$ cat src/rtl/pipe_hazard_ctrl.sv
// pipe_hazard_ctrl: hazard/redirect/freeze/halt sequencer for the 5-stage core.
// Drives the write-enable and flush controls of the IF/ID, ID/EX and EX/MEM
// registers, drains the pipe after HALT and keeps a saturating stall counter.
// Optional feature macro: FORWARDING_EN (EX->ID forwarding present, so only
// load-use stalls). Default build has no forwarding.
module pipe_hazard_ctrl #(
    parameter int DRAIN_CYCLES = 3,
    parameter int CNT_W        = 16
) (
    input  logic             clk,
    input  logic             rst,
    input  logic [2:0]       id_rs,
    input  logic             id_rs_valid,
    input  logic [2:0]       id_rt,
    input  logic             id_rt_valid,
    input  logic             id_halt,
    input  logic             ex_memRead,
    input  logic             ex_regWrite,
    input  logic [2:0]       ex_writereg,
    input  logic             mem_regWrite,
    input  logic [2:0]       mem_writereg,
    input  logic             ex_redirect,
    input  logic             mem_busy,
    output logic             pcWrite,
    output logic             ifidWrite,
    output logic             ifidFlush,
    output logic             idexFlush,
    output logic             exmemWrite,
    output logic             halted,
    output logic [CNT_W-1:0] stall_count
);

    localparam int DCW = (DRAIN_CYCLES > 1) ? $clog2(DRAIN_CYCLES) : 1;

    typedef enum logic [1:0] {RUN, FREEZE, DRAIN, HALTED} state_t;

    state_t           state, stateNxt;
    logic             pendRedirect, pendNxt;
    logic [DCW-1:0]   drainCnt, drainNxt;
    logic [CNT_W-1:0] stallCnt;
    logic             hzEx, hzMem, hzLoadUse, hazard;
    logic             pcWr, ifidWr, ifidFl, idexFl, exmemWr;
    logic             stallInc;

    function automatic logic [CNT_W-1:0] satInc(input logic [CNT_W-1:0] v);
        return (&v) ? v : v + 1'b1;
    endfunction

    assign hzEx = ex_regWrite &
                  ((id_rs_valid & (id_rs == ex_writereg)) |
                   (id_rt_valid & (id_rt == ex_writereg)));
    assign hzMem = mem_regWrite &
                   ((id_rs_valid & (id_rs == mem_writereg)) |
                    (id_rt_valid & (id_rt == mem_writereg)));
    assign hzLoadUse = hzEx & ex_memRead;

`ifdef FORWARDING_EN
    // EX results forward to ID, only a load still in EX forces a bubble
    assign hazard = hzLoadUse;
`else
    // No forwarding: wait until the producer leaves MEM (load-use is a subset of hzEx)
    assign hazard = hzLoadUse | hzEx | hzMem;
`endif

    // Next-state and control decode; FREEZE with memory ready resolves like RUN
    always_comb begin
        stateNxt = state;
        pendNxt  = pendRedirect;
        drainNxt = drainCnt;
        pcWr     = 1'b1;
        ifidWr   = 1'b1;
        ifidFl   = 1'b0;
        idexFl   = 1'b0;
        exmemWr  = 1'b1;
        if (state == HALTED) begin
            pcWr    = 1'b0;
            ifidWr  = 1'b0;
            exmemWr = 1'b0;
            ifidFl  = 1'b1;
            idexFl  = 1'b1;
        end else if (state == DRAIN) begin
            pcWr    = 1'b0;
            ifidFl  = 1'b1;
            idexFl  = 1'b1;
            exmemWr = !mem_busy;
            if (mem_busy) begin
                // memory stall outranks the redirect; keep it for later
                if (ex_redirect) pendNxt = 1'b1;
            end else if (ex_redirect || pendRedirect) begin
                // HALT was on the wrong path: refetch from the redirect target
                pcWr     = 1'b1;
                exmemWr  = 1'b1;
                pendNxt  = 1'b0;
                drainNxt = '0;
                stateNxt = RUN;
            end else if (drainCnt == '0) begin
                stateNxt = HALTED;
            end else begin
                drainNxt = drainCnt - 1'b1;
            end
        end else if (mem_busy) begin
            pcWr     = 1'b0;
            ifidWr   = 1'b0;
            exmemWr  = 1'b0;
            stateNxt = FREEZE;
            if (ex_redirect) pendNxt = 1'b1;
        end else if (ex_redirect || pendRedirect) begin
            // wrong-path instructions in IF and ID are squashed
            ifidFl   = 1'b1;
            idexFl   = 1'b1;
            pendNxt  = 1'b0;
            stateNxt = RUN;
        end else if (hazard) begin
            pcWr     = 1'b0;
            ifidWr   = 1'b0;
            idexFl   = 1'b1;
            stateNxt = RUN;
        end else if (id_halt) begin
            // HALT moves into EX; nothing behind it enters
            pcWr     = 1'b0;
            ifidFl   = 1'b1;
            drainNxt = DCW'(DRAIN_CYCLES - 1);
            stateNxt = DRAIN;
        end else begin
            stateNxt = RUN;
        end
    end

    // Output drive; reset forces the safe (frozen, flushed) controls
    always_comb begin
        pcWrite    = pcWr;
        ifidWrite  = ifidWr;
        ifidFlush  = ifidFl;
        idexFlush  = idexFl;
        exmemWrite = exmemWr;
        if (!rst) begin
            pcWrite    = 1'b0;
            ifidWrite  = 1'b0;
            ifidFlush  = 1'b1;
            idexFlush  = 1'b1;
            exmemWrite = 1'b0;
        end
    end

    assign stallInc    = ((state == RUN) || (state == FREEZE)) && !pcWr;
    assign halted      = (state == HALTED);
    assign stall_count = stallCnt;

    // Sequencer state, pending redirect, drain counter and stall counter
    always_ff @(posedge clk or negedge rst) begin
        if (!rst) begin
            state        <= RUN;
            pendRedirect <= 1'b0;
            drainCnt     <= '0;
            stallCnt     <= '0;
        end else begin
            state        <= stateNxt;
            pendRedirect <= pendNxt;
            drainCnt     <= drainNxt;
            if (stallInc) stallCnt <= satInc(stallCnt);
        end
    end

endmodule

$ cat config.mk
export PLATFORM = sky130hd
export DESIGN_NAME = pipe_hazard_ctrl
export DESIGN_NICKNAME = d
export VERILOG_FILES = /design/src/rtl/pipe_hazard_ctrl.sv
export SDC_FILE = /design/constraint.sdc
export NUM_CORES = 1
export LEC_CHECK = 0
export ABC_AREA = 1
export CORE_MARGIN = 4
export CORE_UTILIZATION = 47
export DETAILED_ROUTE_END_ITERATION = 10
export PLACE_DENSITY = 0.83
export REMOVE_ABC_BUFFERS = 1
export SYNTH_ARGS = -nofsm -noshare
export SYNTH_HDL_FRONTEND = slang
export SYNTH_SLANG_ARGS = --single-unit
$ cat constraint.sdc
create_clock -name clk -period 3.75 [get_ports clk]
set_clock_uncertainty 0.1 [all_clocks]
set_input_delay 0.75 -clock clk [delete_from_list [all_inputs] [get_ports clk]]
set_output_delay 0.75 -clock clk [all_outputs]
set_load 0.01 [all_outputs]
==> impl_results.rst, run 1 <==
.. list-table::
   :header-rows: 1

   * - Metric
     - Value
   * - Antenna Cells
     - 0
   * - Starting utilization of the core area
     - 0.495
   * - Relative slew slack
     - 0.728
   * - Max-slew violation count
     - 0
   * - R2R cell count
     - 8
   * - Setup CP Type
     - in2out
   * - Crit share post-route
     - 0.916
   * - Horizontal die dimension
     - 68.0 um
   * - Unrepaired setup endpoints after global routing
     - no
   * - Area growth, synth to finish
     - 27.9%
   * - Setup repair bufs after CTS
     - 0
   * - Cells after DPL
     - 327
   * - Highest ir drop seen on vdd
     - 0.351 mV
   * - CP Data Arrival Time
     - 2.59 ns
   * - Wire length per cell
     - 11.5 um
   * - Dominant synthesized flop cell
     - sky130_fd_sc_hd__dfrtp_1
   * - Post-route insts no fill
     - 331
   * - Net switching component of the power
     - 0.000421 W
   * - Total wire length after detailed routing
     - 3.80 mm
   * - Crit-path cells
     - clkdlybuf4s50_1, nor2_4, nand2_1, nand2_1, a21oi_4, nand2_8, nor2_1, clkdlybuf4s50_1
   * - Vias post-DR
     - 1652
   * - Slowest-stage cell, CP
     - sky130_fd_sc_hd__clkdlybuf4s50_1
   * - Critical path data required time
     - 2.90 ns
   * - Slew at the pin with the worst max-slew slack
     - 0.407 ns
   * - Number of clock sinks
     - 21
   * - Total global routing overflow
     - 0
   * - GR Util All Layers
     - 0.180
   * - Clock network latency to the later pin of the worst-skew pair
     - 0.30 ns
   * - Synthesis Warnings
     - 0
   * - Number of synthesized flops with an enable pin
     - 0
   * - Maximum number of pins on one net before global-route repair
     - 25
   * - Final HPWL DP
     - 2.91 mm
   * - Most frequent cell after synthesis
     - sky130_fd_sc_hd__nand2_1
   * - Largest area contributor in the synthesized netlist
     - sky130_fd_sc_hd__dfrtp_1
   * - Clock tree from TritonCTS
     - done
   * - Internal Dissipation
     - 0.000531 W
   * - Netlist Area Pre-Place
     - 1690 sq um
   * - Vias in the first global route
     - 1488
   * - Synth async-reset ratio
     - 1.00
   * - Dpl ws
     - 0.300 ns
   * - Number of register bits inferred by synthesis
     - 21
   * - Clock Pin Slew Worst Setup and Hold Paths
     - 0.10 ns
   * - Sequential share of power
     - 0.361
   * - Crit Reg-Reg Startpoint
     - stall_count[0]
   * - Synth top area share
     - 0.311
   * - Resize count post-CTS
     - 0
   * - Area of the core
     - 3420 sq um
   * - Setup slack of the worst register-to-register path
     - 1.78 ns
   * - Total number of placement rows
     - 21
   * - Top cells by area, synth
     - sky130_fd_sc_hd__dfrtp_1 (31%), sky130_fd_sc_hd__nand2_1 (17%), sky130_fd_sc_hd__nand4_1 (7.4%)
   * - Chip height
     - 68.0 um
   * - Number of cells produced by synthesis
     - 243
   * - Router iterations before antenna repair
     - 4
   * - Net count reported at finish
     - 310
   * - Fraction of final layout cells sized beyond drive strength 1
     - 0.116
   * - Top cells by instance count after synthesis
     - sky130_fd_sc_hd__nand2_1 (77), sky130_fd_sc_hd__inv_1 (25), sky130_fd_sc_hd__nor2_1 (23)
   * - Origin of the worst setup path
     - ex_redirect
   * - Category of the worst setup path launch point
     - input port
   * - Full die area
     - 4620 sq um
   * - Max Cap Viol
     - 0
   * - Global-route wire length before repair
     - 6.51 mm
   * - Last weighted congestion value of the routability-driven placer
     - 0.840
   * - Shortest period the worst path allows
     - 3.44 ns
   * - Count of distinct cell types in the synthesized netlist
     - 32
   * - Via density per instance
     - 4.99
   * - Maximum cell stage delay along the critical path
     - 0.54 ns
   * - Per-instance average area after synthesis
     - 6.96 sq um
   * - Fraction of power consumed by combinational cells
     - 0.529
   * - Cell chosen for the clock root
     - sky130_fd_sc_hd__clkbuf_4
   * - Worst path depth
     - 8
   * - Hold Vio Cnt, Final
     - 0
   * - Maximum achievable frequency
     - 0.291 GHz
   * - Number of buffer and inverter instances along the worst setup path
     - 2
   * - Worst min path class
     - reg2reg
   * - Family with the most delay on the worst path
     - buffers and inverters
   * - Status
     - finished clean
   * - Power density cells
     - 441 nW/um^2
   * - TritonCTS Buffers
     - 3
   * - Clk pwr share
     - 0.110
   * - Worst reg2reg endpoint
     - stall_count[6]
   * - Count of buffers inserted at the top-level ports
     - 42
   * - CP Capture Type
     - primary output
   * - Final total negative setup slack
     - 0 ns
   * - Static leakage
     - 1.04 nW
   * - Endpoint of the worst setup timing path
     - pcWrite
   * - CP Max Fanout
     - 19
   * - Proportion of synthesized chip area in sequential cells
     - 0.311
   * - Switching power share of the total
     - 0.442
   * - Cts-stage hold buffer count
     - 0
   * - Design Power
     - 0.000953 W
   * - Number of remaining DRC errors
     - 0
   * - Residual antenna-violating net count after detailed routing
     - 0
   * - Io pins
     - 44
   * - Final setup violating endpoints
     - 0
   * - Antenna violations before repair
     - 0
   * - Post-route worst setup slack
     - 0.315 ns
   * - Max clock buf depth
     - 2
   * - First-iteration detailed-routing DRC count
     - 73
   * - H-tree level count
     - 1
[kinds of logic after synthesis]
kind of cell / Yosys count / synth area share
flops: 21 / 0.311
buf+inv: 32 / 0.0836
compound gates: 9 / 0.0415
fa+ha+maj: 2 / 0.0148
simple gates: 166 / 0.482
xor+xnor: 13 / 0.0674
[layout make-up]
type	instances	area, sq um
clock buffers	4	26.3
fillers	318	1250
inverters	27	101
multi-input cells	190	1020
flip-flops and latches	21	526
well taps	46	57.6
repair buffers	43	428
[state kept, by name, indices dropped and copies added (netlist names)]
signal        cells
stall_count      16
pendRedirect      1
drainCnt          2
state             2
[cell usage in the layout (no fill, tap or decap), types with 2 or more instances in the layout]
master,instances
sky130_fd_sc_hd__nand2_2,19
sky130_fd_sc_hd__nand3_1,12
sky130_fd_sc_hd__o211ai_1,3
sky130_fd_sc_hd__dfrtp_1,21
sky130_fd_sc_hd__nor2_2,2
sky130_fd_sc_hd__nand2_4,2
sky130_fd_sc_hd__nand2_1,77
sky130_fd_sc_hd__o21ai_0,2
sky130_fd_sc_hd__ha_1,2
sky130_fd_sc_hd__nor3_1,5
sky130_fd_sc_hd__nand4_1,20
sky130_fd_sc_hd__clkbuf_4,3
sky130_fd_sc_hd__xnor2_1,6
sky130_fd_sc_hd__xor2_1,7
sky130_fd_sc_hd__clkdlybuf4s50_1,42
sky130_fd_sc_hd__inv_1,25
sky130_fd_sc_hd__nor2_1,23
[power groups by stage]
stage                     Clock (W)  Combinational, W  Sequential, W
final                      0.000105          0.000504       0.000344
after detailed placement          0          0.000505       0.000347
after global placement            0          0.000496       0.000344
after global routing       0.000122          0.000566       0.000352
after floorplan                   0          0.000313       0.000347
after CTS                  0.000110          0.000507       0.000343
[stage by stage]
stage / util / instance area, sq um / hold slack (ns)
floorplan: - / 1650 / 0.342
global placement: 0.625 / 2140 / 0.360
detailed placement: 0.625 / 2140 / 0.360
CTS: 0.633 / 2160 / 0.387
global route: 0.633 / 2160 / 0.402
finish: 0.633 / 2160 / 0.380
[worst min-delay path by stage]
stage                  endpoint  depth (start not counted)  slack, ns         from
detailed placement  drainCnt[1]                          2       0.36  drainCnt[1]
global route        drainCnt[1]                          2       0.40  drainCnt[1]
floorplan           drainCnt[1]                          2       0.34  drainCnt[1]
global placement    drainCnt[1]                          2       0.36  drainCnt[1]
finish              drainCnt[1]                          2       0.38  drainCnt[1]
CTS                 drainCnt[1]                          2       0.39  drainCnt[1]
[worst min-delay path, stage by stage (launching register included)]
cell and delay, ns:
sky130_fd_sc_hd__dfrtp_1 0.36, sky130_fd_sc_hd__nand2_1 0.05, sky130_fd_sc_hd__nand2_1 0.04
[per-layer routing]
metal / vias up / part of all wire / track usage
met3: 4 / 0.061 / 0.0279
met5: - / 0 / 0
met4: 0 / 0.0092 / 0.0447
met1: 743 / 0.47 / 0.251
met2: 43 / 0.46 / 0.292
li1: 862 / - / -
(Power assumes the default switching activity.)
==> inputs of run 2 (changes only) <==
--- a/config.mk
+++ b/config.mk
@@ -7,9 +7,10 @@
 export LEC_CHECK = 0
 export ABC_AREA = 1
 export CORE_MARGIN = 4
-export CORE_UTILIZATION = 47
+export CORE_UTILIZATION = 50
 export DETAILED_ROUTE_END_ITERATION = 10
-export PLACE_DENSITY = 0.83
+export DONT_BUFFER_PORTS = 1
+export PLACE_DENSITY = 0.71
 export REMOVE_ABC_BUFFERS = 1
 export SYNTH_ARGS = -nofsm -noshare
 export SYNTH_HDL_FRONTEND = slang
==> impl_results.rst, run 2 (synthesis gave the netlist of run 1 again) <==
.. list-table::
   :header-rows: 1

   * - Metric
     - Value
   * - Last weighted congestion value of the routability-driven placer
     - 0.941
   * - Commonest non-fill, non-tap cells in the layout
     - sky130_fd_sc_hd__nand2_1 (77), sky130_fd_sc_hd__inv_1 (25), sky130_fd_sc_hd__nor2_1 (23)
   * - Max Cap Viol
     - 0
   * - Wire length per cell
     - 12.4 um
   * - Number of clock sinks
     - 21
   * - Total number of placement rows
     - 20
   * - Total wire length after detailed routing
     - 3.57 mm
   * - Sequential share of power
     - 0.419
   * - Hold Vio Cnt, Final
     - 0
   * - Max-slew violation count
     - 0
   * - Starting utilization of the core area
     - 0.536
   * - Highest ir drop seen on vdd
     - 0.350 mV
   * - Internal Dissipation
     - 0.000445 W
   * - Worst min path class
     - reg2reg
   * - Antenna violations before repair
     - 0
   * - Full die area
     - 4380 sq um
   * - Router iterations before antenna repair
     - 4
   * - Cells after DPL
     - 282
   * - Unrepaired setup endpoints after global routing
     - no
   * - Category of the worst setup path launch point
     - flip-flop
   * - Relative slew slack
     - 0.661
   * - M3 GR Usage
     - 0.0527
   * - Fraction of power consumed by combinational cells
     - 0.448
   * - Clock Pin Slew Worst Setup and Hold Paths
     - 0.12 ns
   * - Setup repair bufs after CTS
     - 0
   * - Area of the core
     - 3150 sq um
   * - GR Util All Layers
     - 0.180
   * - Shortest period the worst path allows
     - 2.81 ns
   * - Fraction of final layout cells sized beyond drive strength 1
     - 0.131
   * - Clk pwr share
     - 0.133
   * - Switching power share of the total
     - 0.479
   * - Status
     - finished clean
   * - Setup CP Type
     - reg2out
   * - Critical path data required time
     - 2.90 ns
   * - Net count reported at finish
     - 269
   * - Vias post-DR
     - 1474
   * - Count of buffers inserted at the top-level ports
     - 0
   * - Final setup violating endpoints
     - 0
   * - Final total negative setup slack
     - 0 ns
   * - Maximum achievable frequency
     - 0.356 GHz
   * - Residual antenna-violating net count after detailed routing
     - 0
   * - Max clock buf depth
     - 2
   * - Static leakage
     - 0.884 nW
   * - Filler Cell Count
     - 336
   * - Clock tree from TritonCTS
     - done
   * - Cell chosen for the clock root
     - sky130_fd_sc_hd__clkbuf_4
   * - Clock network latency to the later pin of the worst-skew pair
     - 0.31 ns
   * - Number of remaining DRC errors
     - 0
   * - Slew at the pin with the worst max-slew slack
     - 0.506 ns
   * - Most frequent cell on the critical path
     - sky130_fd_sc_hd__nand2_1
   * - CP Data Arrival Time
     - 1.96 ns
   * - Post-route insts no fill
     - 288
   * - Net switching component of the power
     - 0.000409 W
   * - Via density per instance
     - 5.12
   * - Final HPWL DP
     - 2.70 mm
   * - Antenna Cells
     - 0
   * - CP Capture Type
     - primary output
   * - Total global routing overflow
     - 0
   * - Maximum number of pins on one net before global-route repair
     - 24
   * - M1 GR Usage
     - 0.243
   * - Leading cell type in the layout, fill and taps excluded
     - sky130_fd_sc_hd__nand2_1
   * - Crit-path cells
     - inv_2, nor2_2, nand2_1, nand2_1, a21oi_4, nand2_8, nor2_1
   * - Crit share post-route
     - 0.749
   * - Peak-usage layer in the global routing report
     - met2
   * - Number of flip-flops under the largest register name
     - 16
   * - Horizontal die dimension
     - 66.1 um
   * - Maximum cell stage delay along the critical path
     - 0.42 ns
   * - Chip height
     - 66.1 um
   * - Area growth, synth to finish
     - 3.63%
   * - First-iteration detailed-routing DRC count
     - 104
   * - Number of buffer and inverter instances along the worst setup path
     - 1
   * - Slowest-stage cell, CP
     - sky130_fd_sc_hd__dfrtp_1
   * - Vias in the first global route
     - 1324
   * - Power density cells
     - 487 nW/um^2
   * - Global-route wire length before repair
     - 6.13 mm
   * - H-tree level count
     - 1
   * - Io pins
     - 44
   * - TritonCTS Buffers
     - 3
   * - Family with the most delay on the worst path
     - simple AND/OR/NAND/NOR gates
   * - CP Max Fanout
     - 23
   * - Met2 global-route usage
     - 0.280
[run 2: final cells by class]
type,count,area (sq um),share of cell area
multi-input cells,190,1020,0.584
flip-flops and latches,21,526,0.300
inverters,27,101,0.0579
well taps,44,55.1,0.0314
clock buffers,4,26.3,0.0150
repair buffers,2,20.0,0.0114
[run 2: worst register-to-register path, delay by kind of cell (launching register included)]
family        cells  cell delay [ns]
buf+inv           1             0.08
fa+ha+maj         1             0.29
flops             1             0.50
simple gates      6             1.03
[run 2: worst paths after layout]
kind                                     start              to  slack (ns)  depth (start not counted)
worst max-delay path                  state[1]         pcWrite        0.94                          7
worst min-delay path               drainCnt[1]     drainCnt[1]        0.40                          2
worst max register to register  stall_count[0]  stall_count[7]        1.70                          8
worst min register to register     drainCnt[1]     drainCnt[1]        0.40                          2
max in group asynchronous                  rst  stall_count[7]        2.49                          1
min in group asynchronous                  rst     drainCnt[1]        0.71                          1
[run 2: repair_timing]
action	4_1_cts	5_1_grt
gates resized for setup	0	0
hold endpoints to repair	11	10
hold buffers	1	1
[run 2: layer usage]
layer	part of all wire	up-vias
met5	0	-
met4	0.0090	0
met3	0.086	5
met2	0.45	48
met1	0.45	632
li1	-	789
[run 2: through the flow]
stage          power [W]  worst slack (ns)  cell area (sq um)  utilization  hold slack (ns)
5_1_grt         0.000930             0.809               1750        0.556            0.426
6_report        0.000854             0.941               1750        0.556            0.402
3_5_place_dp    0.000739              1.25               1710        0.541            0.355
2_1_floorplan   0.000660              1.36               1650            -            0.342
4_1_cts         0.000859             0.939               1740        0.552          0.00454
3_3_place_gp    0.000736              1.25               1710        0.541            0.355
[run 2: power by group through the flow]
stage	Combinational, W	Sequential, W	Clock [W]
floorplan	0.000313	0.000347	0
global placement	0.000374	0.000362	0
detailed placement	0.000376	0.000363	0
finish	0.000382	0.000358	0.000114
global route	0.000436	0.000366	0.000127
CTS	0.000381	0.000359	0.000120
==> inputs of run 3 (changes only) <==
--- a/config.mk
+++ b/config.mk
@@ -10,7 +10,7 @@
 export CORE_UTILIZATION = 50
 export DETAILED_ROUTE_END_ITERATION = 10
 export DONT_BUFFER_PORTS = 1
-export PLACE_DENSITY = 0.71
+export PLACE_DENSITY = 0.74
 export REMOVE_ABC_BUFFERS = 1
 export SYNTH_ARGS = -nofsm -noshare
 export SYNTH_HDL_FRONTEND = slang
==> constraint.sdc (replaced) <==
create_clock -name clk -period 2.3 [get_ports clk]
set_clock_uncertainty 0.1 [all_clocks]
set_input_delay 0.46 -clock clk [delete_from_list [all_inputs] [get_ports clk]]
set_output_delay 0.46 -clock clk [all_outputs]
set_load 0.01 [all_outputs]
==> impl_results.rst, run 3 (synthesis gave the netlist of run 1 again) <==
.. list-table::
   :header-rows: 1

   * - Metric
     - Value
   * - Number of remaining DRC errors
     - 0
   * - Hold Vio Cnt, Final
     - 0
   * - Clock Pin Slew Worst Setup and Hold Paths
     - 0.11 ns
   * - Vias post-DR
     - 1510
   * - Wire length per cell
     - 12.1 um
   * - Number of flip-flops under the largest register name
     - 16
   * - Post-route insts no fill
     - 290
   * - CP Capture Type
     - primary output
   * - Starting utilization of the core area
     - 0.536
   * - Clock tree from TritonCTS
     - done
   * - Setup CP Type
     - reg2out
   * - Cells after DPL
     - 284
   * - Final total negative setup slack
     - 0 ns
   * - Crit Reg-Reg Startpoint
     - stall_count[1]
   * - Total wire length after detailed routing
     - 3.50 mm
   * - Critical path data required time
     - 1.74 ns
   * - Router iterations before antenna repair
     - 6
   * - Relative slew slack
     - 0.387
   * - Start point of the worst min-delay path
     - mem_busy
   * - Static leakage
     - 0.897 nW
   * - Clock network latency to the later pin of the worst-skew pair
     - 0.30 ns
   * - CP Data Arrival Time
     - 1.54 ns
   * - Last weighted congestion value of the routability-driven placer
     - 0.826
   * - Leading cell type in the layout, fill and taps excluded
     - sky130_fd_sc_hd__nand2_1
   * - GR Util All Layers
     - 0.177
   * - Global-route wire length before repair
     - 6.17 mm
   * - Vias in the first global route
     - 1438
   * - Max Cap Viol
     - 0
   * - Net count reported at finish
     - 271
   * - Commonest non-fill, non-tap cells in the layout
     - sky130_fd_sc_hd__nand2_1 (77), sky130_fd_sc_hd__inv_1 (25), sky130_fd_sc_hd__nor2_1 (22)
   * - Residual antenna-violating net count after detailed routing
     - 0
   * - Hold Crit Depth
     - 2
   * - Worst reg2reg endpoint
     - stall_count[8]
   * - Origin of the worst setup path
     - state[0]
   * - Maximum number of pins on one net before global-route repair
     - 23
   * - Count of buffers inserted at the top-level ports
     - 0
   * - Filler Cell Count
     - 329
   * - Area growth, synth to finish
     - 5.11%
   * - H-tree level count
     - 1
   * - Fraction of final layout cells sized beyond drive strength 1
     - 0.146
   * - Total global routing overflow
     - 0
   * - Final HPWL DP
     - 2.66 mm
   * - Io pins
     - 44
   * - Area of placed instances
     - 1720 sq um
   * - Cell chosen for the clock root
     - sky130_fd_sc_hd__clkbuf_4
   * - Final setup violating endpoints
     - 0
   * - Antenna violations before repair
     - 0
   * - Setup slack of the worst register-to-register path
     - 0.32 ns
   * - Layout Cell Area excl Fill
     - 1780 sq um
   * - Highest ir drop seen on vdd
     - 0.443 mV
   * - Crit share post-route
     - 0.914
   * - First-iteration detailed-routing DRC count
     - 56
   * - Max-slew violation count
     - 0
   * - Status
     - finished clean
   * - FF/Latch Area
     - 526 sq um
   * - Via density per instance
     - 5.21
   * - Maximum achievable frequency
     - 0.476 GHz
   * - Worst min path class
     - in2reg
   * - Max clock buf depth
     - 2
   * - Antenna Cells
     - 0
   * - Area taken by multi-input logic gates
     - 1040 sq um
   * - Shortest period the worst path allows
     - 2.10 ns
   * - Number of clock sinks
     - 21
   * - Category of the worst setup path launch point
     - flip-flop
   * - Unrepaired setup endpoints after global routing
     - no
   * - Dpl ws
     - 0.335 ns
   * - Total number of placement rows
     - 20
   * - Horizontal die dimension
     - 66.1 um
   * - Chip height
     - 66.1 um
   * - Power density cells
     - 796 nW/um^2
   * - R2R cell count
     - 8
   * - Post-route worst setup slack
     - 0.197 ns
   * - Area of the core
     - 3150 sq um
   * - TritonCTS Buffers
     - 3
   * - Hold endpoint
     - pendRedirect
   * - Slew at the pin with the worst max-slew slack
     - 0.917 ns
   * - CP Max Fanout
     - 3
   * - Full die area
     - 4380 sq um
==> run 3: critical path, stage by stage (launching register included) <==
cell                      delay (ns)
sky130_fd_sc_hd__dfrtp_1        0.42
sky130_fd_sc_hd__nand2_1        0.11
sky130_fd_sc_hd__inv_1          0.12
sky130_fd_sc_hd__nor2_4         0.13
sky130_fd_sc_hd__nand2_1        0.11
sky130_fd_sc_hd__a21oi_4        0.18
sky130_fd_sc_hd__nand2_8        0.07
sky130_fd_sc_hd__nor2_4         0.10
==> run 3: layout make-up <==
class | count | share of cell area
Clock buffer | 4 | 0.0148
Multi-Input combinational cell | 190 | 0.583
Tap cell | 44 | 0.0310
Sequential cell | 21 | 0.296
Inverter | 27 | 0.0570
Timing Repair Buffer | 4 | 0.0183
==> run 3: per-layer routing <==
layer  wire length [um]  share of wire  vias to the layer above  GRT usage
met5                  0              0                        -          0
met4                 36          0.010                        0     0.0533
met3                232          0.066                        5     0.0391
met2               1560           0.45                       33      0.276
met1               1670           0.48                      682      0.245
li1                   -              -                      790          -
==> run 3: worst max-delay path by stage <==
stage / endpoint / depth (start not counted)
2_1_floorplan: pcWrite / 7
3_3_place_gp: pcWrite / 7
3_5_place_dp: pcWrite / 7
4_1_cts: pcWrite / 7
5_1_grt: ifidWrite / 5
6_report: pcWrite / 7
==> run 3: report_power, final <==
group	total, W	internal, W	switching, W
combinational	0.000675	0.000232	0.000443
sequential	0.000567	0.000454	0.000113
clock	0.000172	0.0000676	0.000104
total	0.00141	0.000754	0.000660
==> run 3: through the flow <==
stage          hold WS [ns]  utilization  power (W)
2_1_floorplan        0.0644            -    0.00108
3_3_place_gp         0.0652        0.546    0.00121
3_5_place_dp         0.0652        0.546    0.00123
4_1_cts               0.226        0.558    0.00141
5_1_grt               0.214        0.563    0.00155
6_report              0.214        0.563    0.00141
==> run 3: timing repair <==
| action | 4_1_cts | 5_1_grt |
|---|---|---|
| hold endpoints to repair | 21 | 0 |
| setup endpoints to repair | 1 | 1 |
| cloned | 0 | 0 |
| hold buffers | 1 | 0 |
| pin swaps | 0 | 1 |
| setup buffers | 0 | 1 |
| resized for setup | 1 | 2 |
